<file path="src/rtl/show_sequencer.sv">
// Show controller: runs the pattern blocks in turn, routes the active pattern's
// lights to the relays through a per-light minimum-dwell filter, and abandons hung patterns.
module show_sequencer #(
    parameter int unsigned NUM_PATTERNS = 4,
    parameter int unsigned CLKS_PER_MS  = 5000,
    parameter int unsigned GAP_MS       = 1000,
    parameter int unsigned MIN_DWELL_MS = 50,
    parameter int unsigned TIMEOUT_MS   = 120000
) (
    input  logic                              clk,
    input  logic                              rst_n,
    input  logic                              enable,
    input  logic [NUM_PATTERNS-1:0]           pat_finished,
    input  logic [8*NUM_PATTERNS-1:0]         pat_lights,
    output logic [NUM_PATTERNS-1:0]           pat_go,
    output logic [7:0]                        lights,
    output logic [$clog2(NUM_PATTERNS)-1:0]   active_idx,
    output logic                              timeout_err
);

    localparam int unsigned IDX_W = $clog2(NUM_PATTERNS);
    localparam int unsigned PW    = (CLKS_PER_MS > 1) ? $clog2(CLKS_PER_MS) : 1;
    localparam int unsigned HW    = (MIN_DWELL_MS > 0) ? $clog2(MIN_DWELL_MS + 1) : 1;

    typedef enum logic [1:0] {
        S_IDLE,
        S_START,
        S_RUN,
        S_GAP
    } state_t;

    state_t                         state_q, state_d;
    logic [PW-1:0]                  presc_q, presc_d;
    logic                           tick;
    logic [31:0]                    ms_cnt_q, ms_cnt_d;
    logic [IDX_W-1:0]               active_idx_q, active_idx_d;
    logic [NUM_PATTERNS-1:0]        pat_go_q, pat_go_d;
    logic                           timeout_err_q, timeout_err_d;
    logic [7:0]                     lights_q, lights_d;
    logic [7:0][HW-1:0]             hold_q, hold_d;
    logic [NUM_PATTERNS-1:0][7:0]   pat_vec;
    logic [7:0]                     req;
    logic                           finish_hit;

    assign pat_vec    = pat_lights;
    assign finish_hit = pat_finished[active_idx_q];

    // Free-running millisecond prescaler, independent of the FSM.
    always_comb begin
        tick    = (presc_q == PW'(CLKS_PER_MS - 1));
        presc_d = tick ? '0 : presc_q + PW'(1);
    end

    always_comb begin
        state_d       = state_q;
        active_idx_d  = active_idx_q;
        timeout_err_d = timeout_err_q;
        req           = '0;

        if (state_q == S_RUN) begin
            req = pat_vec[active_idx_q];
        end

        if (!enable) begin
            state_d = S_IDLE;
        end else begin
            case (state_q)
                S_IDLE:  state_d = S_START;
                S_START: state_d = S_RUN;
                S_RUN: begin
                    // A finish coinciding with the timeout wins.
                    if (finish_hit) begin
                        state_d = S_GAP;
                    end else if (ms_cnt_q == 32'(TIMEOUT_MS)) begin
                        timeout_err_d = 1'b1;
                        state_d       = S_GAP;
                    end
                end
                S_GAP: begin
                    if (ms_cnt_q == 32'(GAP_MS)) begin
                        state_d      = S_START;
                        active_idx_d = (active_idx_q == IDX_W'(NUM_PATTERNS - 1)) ?
                                       '0 : active_idx_q + IDX_W'(1);
                    end
                end
                default: state_d = S_IDLE;
            endcase
        end

        if (state_d != state_q) begin
            ms_cnt_d = '0;
        end else if (tick && (ms_cnt_q != '1)) begin
            ms_cnt_d = ms_cnt_q + 32'd1;
        end else begin
            ms_cnt_d = ms_cnt_q;
        end

        pat_go_d = '0;
        if (state_d == S_START) begin
            pat_go_d[active_idx_d] = 1'b1;
        end
    end

    // Dwell filter: the live request is sampled when the hold time expires.
    always_comb begin
        lights_d = lights_q;
        hold_d   = hold_q;
        for (int unsigned k = 0; k < 8; k++) begin
            if ((req[3'(k)] != lights_q[3'(k)]) && (hold_q[3'(k)] == HW'(MIN_DWELL_MS))) begin
                lights_d[3'(k)] = req[3'(k)];
                hold_d[3'(k)]   = '0;
            end else if (tick && (hold_q[3'(k)] != HW'(MIN_DWELL_MS))) begin
                hold_d[3'(k)] = hold_q[3'(k)] + HW'(1);
            end
        end
    end

    always_ff @(posedge clk or negedge rst_n) begin
        if (!rst_n) begin
            state_q       <= S_IDLE;
            presc_q       <= '0;
            ms_cnt_q      <= '0;
            active_idx_q  <= '0;
            pat_go_q      <= '0;
            timeout_err_q <= 1'b0;
            lights_q      <= '0;
            hold_q        <= {8{HW'(MIN_DWELL_MS)}};
        end else begin
            state_q       <= state_d;
            presc_q       <= presc_d;
            ms_cnt_q      <= ms_cnt_d;
            active_idx_q  <= active_idx_d;
            pat_go_q      <= pat_go_d;
            timeout_err_q <= timeout_err_d;
            lights_q      <= lights_d;
            hold_q        <= hold_d;
        end
    end

    assign pat_go      = pat_go_q;
    assign lights      = lights_q;
    assign active_idx  = active_idx_q;
    assign timeout_err = timeout_err_q;

endmodule

</file>
<file path="config.mk">
export PLATFORM = sky130hd
export DESIGN_NAME = show_sequencer
export DESIGN_NICKNAME = d
export VERILOG_FILES = /design/src/rtl/show_sequencer.sv
export SDC_FILE = /design/constraint.sdc
export NUM_CORES = 1
export LEC_CHECK = 0
export CAP_MARGIN = 20
export CORE_ASPECT_RATIO = 0.8
export CORE_UTILIZATION = 40
export CTS_BUF_LIST = sky130_fd_sc_hd__clkbuf_16
export CTS_CLUSTER_DIAMETER = 60
export DETAILED_ROUTE_END_ITERATION = 8
export PLACE_DENSITY = 0.71
export SLEW_MARGIN = 20
export SYNTH_ARGS = -nofsm -noshare
export SYNTH_HDL_FRONTEND = slang
export SYNTH_SLANG_ARGS = --single-unit
</file>
<file path="constraint.sdc">
create_clock -name clk -period 2.1 [get_ports clk]
set_input_delay 0.315 -clock clk [delete_from_list [all_inputs] [get_ports clk]]
set_output_delay 0.315 -clock clk [all_outputs]
set_load 0.01 [all_outputs]
</file>
Word-level counts from Yosys, hierarchy flattened
Cells that the tools add are included.
- register bits: 110
- input bits: 39
- output and inout bits: 15
- logic and storage cells: 136
- $add $sub $neg: 11
- $lt $le $gt $ge: 3
- eq/ne operators: 34
- muxes and demuxes: 36
- bitwise operators: 1
- reductions and logical operators: 29
- operators by type and width (cell ; count):
    $mux 6 ; 16
    $mux 32 ; 2
    $add 6x1->6 const B ; 8
    $eq 6x6->1 const B ; 8
    $ne 6x6->1 const B ; 8
    $add 32x1->32 const B ; 1
    $eq 32x10->1 const B ; 1
    $eq 32x17->1 const B ; 1
    $ne 32x32->1 const B ; 1
    $logic_and 1x1->1 ; 18
    $reduce_bool 2->1 ; 9
    $bmux 8 s2 ; 1
    $mux 2 ; 8
    $mux 8 ; 2
    $add 13x1->13 const B ; 1
    $eq 13x13->1 const B ; 1
    $mux 13 ; 1
    $ne 1x1->1 ; 8
    $pmux 2 s4 ; 1
    $eq 2x2->1 const B ; 3
    $lt 2x3->1 const B ; 2
    $eq 2x1->1 const B ; 2
    $mux 4 ; 1
    $reduce_and 4->1 ; 1
    8 further kinds ; 9

Depth between registers and ports, before layout
Gate-level depths: netlist of run 1.
- depth after elaboration: 10
- gate-level depth with buffers: 9
- depth with buffers taken out: 7

Worst setup path before layout of run 1
Ideal clock, no wire load.
- kind: register -> register
- start point: register presc_q[0]
- end point: register hold_q[42] (netlist bit)
- setup time: 0.131 ns
- arrival time: 2.033 ns
- required time: 1.969 ns
- slack: -0.064 ns
- cell stages (with the launch flop): 10
- buffers on the path: 3
- period minus slack after synthesis: 2.164 ns
- cells stage by stage: dfrtp_1 -> ha_1 -> and4b_1 -> and4_1 -> buf_2 -> clkbuf_1 -> clkbuf_1 -> nand2_1 -> o211ai_1 -> o21ai_0
- longest elaborated chain between the ends: 3
- ends and longest elaborated chain (element ; RTL line ; RTL):
    from (decl) ; 33 ; logic [PW-1:0] presc_q, presc_d;
    from (signal assigned) ; 130 ; presc_q <= presc_d;
    $eq 13x13->1 ; 50 ; tick = (presc_q == PW'(CLKS_PER_MS - 1));
    $logic_and 1x1->1 ; 112 ; end else if (tick && (hold_q[3'(k)] != HW'(MIN_DWELL_MS))) begin
    $reduce_bool 2->1 (no source line) ; - ;
    to (signal assigned) ; 127 ; hold_q <= {8{HW'(MIN_DWELL_MS)}};
    to (signal assigned) ; 136 ; hold_q <= hold_d;
    to (decl) ; 40 ; logic [7:0][HW-1:0] hold_q, hold_d;
No other way between the ends.
A chain may end at the register's enable or synchronous reset.

Worst setup path in the final report of run 1
- start point: register ms_cnt_q[23]
- end point: register ms_cnt_q[11]
- longest elaborated chain between the ends: 7
- elaborated cells on any way between the ends: 12
- those cells by class: 4 x eq/ne; 6 x mux; 2 x reduce/logical
- ends and longest elaborated chain (element ; RTL line ; RTL):
    from (decl) ; 35 ; logic [31:0] ms_cnt_q, ms_cnt_d;
    from (signal assigned) ; 131 ; ms_cnt_q <= ms_cnt_d;
    $eq 32x17->1 ; 74 ; end else if (ms_cnt_q == 32'(TIMEOUT_MS)) begin
    $mux 2 ; 74 ;
    $mux 2 ; 72 ; if (finish_hit) begin
    $pmux 2 s4 ; 67 ; case (state_q)
    $mux 2 ; 64 ; if (!enable) begin
    $ne 2x2->1 ; 90 ; if (state_d != state_q) begin
    $mux 32 or $reduce_bool 2->1 (tied branches) ; - ;
Parallel ways exist; a longest one is shown, timed or not.

==> results.sh, run 1 <==
export IMPL_outcome="finished with violations"
export IMPL_violations="negative setup slack"
export IMPL_synth_fp_nets=655
export IMPL_slew_viol_final=0
export IMPL_cts_buffer_depth=2
export IMPL_firstDrtPassIters=5
export IMPL_gp_congestion=0.896
export IMPL_initial_core_util_pct=41.2
export IMPL_cts_sinks=110
export IMPL_grt_total_usage_pct=19.5
export IMPL_postSynthAreaPerCell_um2=9.91
export IMPL_worstReg2RegStart="ms_cnt_q[23]"
export IMPL_cp_start_kind="flip-flop"
export IMPL_final_cell_mix="81 x dfrtp_1, 69 x buf_4, 56 x nand2_1"
export IMPL_core_um2=14300
export IMPL_fin_ws_ns=-0.0402
export IMPL_path_delay_family="simple AND/OR/NAND/NOR gates"
export IMPL_wl_mm=14.6
export IMPL_grt_pass1_wl_mm=23.8
export IMPL_wl_per_cell_um=15.8
export IMPL_tightest_slew_ns=0.495
export IMPL_n_antenna_cell=0
export IMPL_skew_ns=0.0119
export IMPL_via_per_inst=5.67
export IMPL_antenna_found_initial=0
export IMPL_rsz0062_at_grt="true"
export IMPL_cts_htree_levels=3
export IMPL_grt_pass1_vias=5140
export IMPL_cp_data_required_time_ns=2.36
export IMPL_grt_max_degree=73
export IMPL_overflow=0
export IMPL_max_cap_violations=0
export IMPL_netlist_cell_type_count=48
export IMPL_critPathSlowestCell="or4_4"
export IMPL_r2r_setup_slack_ns=-0.04
export IMPL_cts_buffers=9
export IMPL_ys_seq_area_share_pct=47.1
export IMPL_cp_end_kind="flip-flop"
export IMPL_r2r_cells=7
export IMPL_final_common_cell="dfrtp_1"
export IMPL_clk_latency_ns=0.36
export IMPL_cpPeakStageDelay_ns=0.56
export IMPL_clockRootBuffer="clkbuf_16"
export IMPL_min_period_ns=2.14
export IMPL_syn_area_um2=5910
export IMPL_syn_inst=596
export IMPL_setup_violations_final=4
export IMPL_dpl_hpwl_mm=9.98
export IMPL_slew_headroom_pct=67.0
export IMPL_layout_worst_path_cycle_share_pct=102
export IMPL_post_route_drc_count=0
export IMPL_io_buffers=53
export IMPL_ios=54
export IMPL_critical_path_class="reg -> reg"
export IMPL_final_nets=788
export IMPL_cp_num_buf_inv=2
export IMPL_cts_tree="done"
export IMPL_yosys_top_cells_area="dfrtp_1 36%, dfstp_2 11%, xor2_1 4.3%, ha_1 4.2%, nand4_1 3.9%"
export IMPL_ys_seq_elements=110
export IMPL_finalHoldViolations=0
export IMPL_synth_top_area_share_pct=36.4
export IMPL_rows=39
export IMPL_holdCritPathClass="in -> async"
export IMPL_chipHeight_um=111
export IMPL_synth_top_area_cell="dfrtp_1"
export IMPL_max_freq_mhz=467
export IMPL_via_count=5201
export IMPL_drtAntennaViolNets=0
export IMPL_worstPathArrival_ns=2.40
export IMPL_die_area_um2=15300
export IMPL_p_leak_nw=3.23
export IMPL_synth_warnings=0
export IMPL_totalPowerFinal_mw=4.05
export IMPL_clk_pin_slew_ns=0.08
export IMPL_peakVddDrop_v=0.000399
export IMPL_synth_ff_type="dfrtp_1"
export IMPL_critical_path_depth=7
export IMPL_syn_to_final_growth_pct=32.6
export IMPL_async_reset_ff_share_pct=100
export IMPL_preCtsSetupSlack_ns=-0.142
export IMPL_crit_fanout=12
export IMPL_die_w_um=138
export IMPL_dr_first_iter_drc_count=371
export IMPL_drive_gt1_share_pct=24.9
export IMPL_rr_endpoint="ms_cnt_q[11]"
export IMPL_crit_path_start="ms_cnt_q[23]"
export IMPL_path_cells="nand4_1 > or4_4 > buf_4 > o311ai_4 > buf_12 > o21ai_0 > a21oi_1"
export IMPL_synth_edf_count=0
export IMPL_power_per_cell_area_nw_per_um2=517
cell type report:
class | count | area [um^2]
fill | 1211 | 6510
multi-input combinational | 448 | 3180
sequential | 110 | 2790
timing repair buffer | 138 | 1260
tap | 184 | 230
clock buffer | 9 | 225
inverter | 22 | 82.6
clock inverter | 7 | 58.8
metrics by stage:
step | cells | cell area (um^2) | hold slack, ns | setup TNS, ns | utilization, %
5_1_grt | 918 | 7830 | 0.525 | -1.72 | 54.6
3_5_place_dp | 886 | 7170 | 0.367 | -4.17 | 50.0
6_report | 918 | 7830 | 0.500 | -0.110 | 54.6
3_3_place_gp | 886 | 7170 | 0.355 | -4.30 | 50.0
4_1_cts | 904 | 7550 | 0.499 | -0.0500 | 52.7
2_1_floorplan | 596 | 5920 | 0.0194 | 0 | -
registers in the layout (all words and copies together) (netlist names):
name and cells:
active_idx 2, hold_q 48, lights 8, ms_cnt_q 32, pat_go 4, presc_q 13
state_q 2, timeout_err 1
cell usage after synthesis, types with 3 or more instances:
cell type   n
a21oi_1    31
a31o_2      3
and3_1     15
and4_1      5
buf_1       3
buf_2       5
clkbuf_1    8
dfrtp_1    86
dfstp_2    24
ha_1       20
inv_1      22
mux4_2      9
nand2_1    58
nand3_1    28
nand4_1    37
nor2_1     50
nor3_1      9
nor3b_1     3
nor4_1      8
o211ai_1    8
o21ai_0    37
o22ai_1     8
o31ai_1    11
or3_1      16
or4_1      13
xnor2_1    23
xor2_1     29
metal layers:
metal	vias to the layer above	global-route usage, %	wire (um)
met5	-	0	0
met4	0	5.51	190
met3	16	3.66	603
met2	130	31.8	7270
met1	2595	26.1	6490
li1	2460	-	-
worst max-delay path by stage:
| stage | end | slack, ns |
|---|---|---|
| final | ms_cnt_q[11] | -0.04 |
| after global routing | ms_cnt_q[11] | -0.11 |
| after CTS | ms_cnt_q[17] | -0.01 |
| after detailed placement | ms_cnt_q[31] | -0.14 |
| after global placement | ms_cnt_q[21] | -0.15 |
| after floorplan | ms_cnt_q[5] | 0.01 |
power by group:
| group | internal, mW | switching, mW |
|---|---|---|
| combinational | 0.144 | 0.139 |
| clock | 0.822 | 0.818 |
| sequential | 2.12 | 0.00408 |
| total | 3.09 | 0.961 |
tightest hold or removal path, cell delays in order:
cell and delay (ns):
dlygate4sd3_1 0.53, buf_4 0.12, buf_12 0.31
logic make-up (layout without fill, tap and decap cells):
family                     Yosys count  count (layout)  share of synthesized area (%)
AOI/OAI and AO/OA                  105             105                           11.1
xor gates and xnor gates            52              52                           7.71
adders and majority gates           20              20                           4.24
buffers and inverters               38             176                           2.52
DFF                                110             110                           47.1
muxes                               12              12                           3.98
and+or+nand+nor                    259             259                           23.4
what timing repair did:
item / 4_1_cts / 5_1_grt
hold endpoints to repair: 8 / 0
setup buffers: 1 / 12
endpoints found under the setup margin: 32 / 47
cloned: 0 / 2
pin swaps: 4 / 11
hold buffers: 1 / 0
gates resized for setup: 18 / 44
Note: power is estimated with default switching activity, not from simulation.
==> run 2: changes to the inputs <==
--- a/config.mk
+++ b/config.mk
@@ -8,7 +8,6 @@
 export CAP_MARGIN = 20
 export CORE_ASPECT_RATIO = 0.8
 export CORE_UTILIZATION = 40
-export CTS_BUF_LIST = sky130_fd_sc_hd__clkbuf_16
 export CTS_CLUSTER_DIAMETER = 60
 export DETAILED_ROUTE_END_ITERATION = 8
 export PLACE_DENSITY = 0.71
==> run 2 against run 1 <==
Effect of this change:
- the run still ends with negative setup slack left
- combinational power hardly changed
- largest cell class unchanged
- via count hardly changed
- total power is 0.12% higher
==> results.sh, run 2 (synthesis gave the netlist of run 1 again) <==
export IMPL_fin_ws_ns=-0.0404
export IMPL_violations="negative setup slack"
export IMPL_n_antenna_cell=0
export IMPL_post_route_drc_count=0
export IMPL_grt_pass1_vias=5140
export IMPL_totalPowerFinal_mw=4.06
export IMPL_ios=54
export IMPL_min_period_ns=2.14
export IMPL_firstDrtPassIters=5
export IMPL_holdCritPathClass="in -> async"
export IMPL_worstPathArrival_ns=2.40
export IMPL_io_buffers=53
export IMPL_peakVddDrop_v=0.000399
export IMPL_gp_congestion=0.896
export IMPL_setup_violations_final=4
export IMPL_max_freq_mhz=467
export IMPL_initial_core_util_pct=41.2
export IMPL_syn_to_final_growth_pct=32.6
export IMPL_clockRootBuffer="clkbuf_16"
export IMPL_cts_sinks=110
export IMPL_die_area_um2=15300
export IMPL_dpl_cell_area_um2=7170
export IMPL_skew_ns=0.0122
export IMPL_cp_data_required_time_ns=2.36
export IMPL_critPathSlowestCell="or4_4"
export IMPL_dpl_hpwl_mm=9.98
export IMPL_slew_headroom_pct=67.0
export IMPL_clk_latency_ns=0.36
export IMPL_path_cells="nand4_1 > or4_4 > buf_4 > o311ai_4 > buf_12 > o21ai_0 > a21oi_1"
export IMPL_largest_reg_flops=48
export IMPL_finalHoldViolations=0
export IMPL_worstReg2RegStart="ms_cnt_q[23]"
export IMPL_tightest_slew_ns=0.494
export IMPL_chipHeight_um=111
export IMPL_outcome="finished with violations"
export IMPL_stdcell_count=918
export IMPL_cp_end_kind="flip-flop"
export IMPL_via_per_inst=5.66
export IMPL_final_nets=788
export IMPL_drtAntennaViolNets=0
export IMPL_cts_buffers=9
export IMPL_die_w_um=138
export IMPL_final_area_um2=7830
export IMPL_crit_path_start="ms_cnt_q[23]"
export IMPL_cp_start_kind="flip-flop"
export IMPL_overflow=0
export IMPL_place_inst=886
export IMPL_grt_total_usage_pct=19.5
export IMPL_cts_htree_levels=3
export IMPL_power_per_cell_area_nw_per_um2=518
export IMPL_grt_max_degree=73
export IMPL_antenna_found_initial=0
export IMPL_final_common_cell="dfrtp_1"
export IMPL_largest_register="hold_q"
export IMPL_cts_tree="done"
export IMPL_wl_per_cell_um=15.8
export IMPL_num_fill_cells=1211
export IMPL_multi_input_area_um2=3180
export IMPL_layout_worst_path_cycle_share_pct=102
export IMPL_cpPeakStageDelay_ns=0.56
export IMPL_final_cell_mix="81 x dfrtp_1, 69 x buf_4, 56 x nand2_1"
export IMPL_max_cap_violations=0
export IMPL_critical_path_class="reg -> reg"
export IMPL_clk_pin_slew_ns=0.08
export IMPL_dr_first_iter_drc_count=371
export IMPL_wl_mm=14.5
export IMPL_rows=39
export IMPL_core_um2=14300
export IMPL_drive_gt1_share_pct=24.9
export IMPL_p_leak_nw=3.22
export IMPL_grt_pass1_wl_mm=23.8
export IMPL_slew_viol_final=0
export IMPL_cts_buffer_depth=2
export IMPL_ff_latch_area_um2=2790
export IMPL_via_count=5199
export IMPL_rsz0062_at_grt="true"
export IMPL_top_regs="hold_q: 48 flops, ms_cnt_q: 32 flops, presc_q: 13 flops"
export IMPL_crit_fanout=12
==> run 2: cell count changes in the layout (fill, tap and decap cells not counted), sizes merged <==
| cell | before | now |
|---|---|---|
| clkbuf | 9 | 10 |
| inv | 25 | 24 |
==> run 2: final timing paths <==
| kind | slack [ns] | depth (start not counted) | end |
|---|---|---|---|
| max reg2reg | -0.04 | 7 | ms_cnt_q[11] |
| max in group asynchronous | 1.14 | 3 | hold_q[46] |
| min | 0.50 | 3 | lights[1] |
| max | -0.04 | 7 | ms_cnt_q[11] |
| min reg2reg | 0.50 | 1 | presc_q[11] |
| min in group clk | 0.50 | 1 | presc_q[11] |
==> run 2: per-layer routing <==
layer,GRT usage [%],share of wire (%)
met5,0,0
met4,5.51,1.3
met3,3.66,4.2
met2,31.8,50
met1,26.1,45
==> run 2: where the power goes <==
part	internal (mW)	switching (mW)	leakage, nW	total (mW)
Clock	0.827	0.818	0.133	1.65
Sequential	2.12	0.00407	1.34	2.13
Combinational	0.144	0.139	1.75	0.282
==> run 2: timing repair <==
action                                 in CTS  in global routing
setup endpoints to repair                  32                 47
resized for setup                          18                 44
cloned                                      0                  2
hold buffers                                1                  0
endpoints found under the hold margin       8                  0
pin swaps                                   4                 11
setup buffers                               1                 12
==> run 2: cell type report <==
cell class	count	area share, %
repair buffers	138	16.1
inverters	22	1.05
flip-flops and latches	110	35.6
clock buffers	10	2.92
well taps	184	2.94
multi-input cells	448	40.6
clock inverters	6	0.703
==> run 2: metrics by stage <==
stage	util, %	setup WS [ns]	setup TNS (ns)	hold WS (ns)
floorplan	-	0.0125	0	0.0194
detailed placement	50.0	-0.142	-4.17	0.367
global placement	50.0	-0.148	-4.30	0.355
global route	54.6	-0.112	-1.72	0.525
CTS	52.7	-0.0127	-0.0500	0.499
finish	54.6	-0.0404	-0.0930	0.500
==> run 2: critical path, delay by kind of cell (launching register included) <==
family | cells | cell delay [ns]
flip-flops | 1 | 0.43
AND/OR/NAND/NOR | 2 | 0.72
AO/OA/AOI/OAI | 3 | 0.57
buffers and inverters | 2 | 0.33
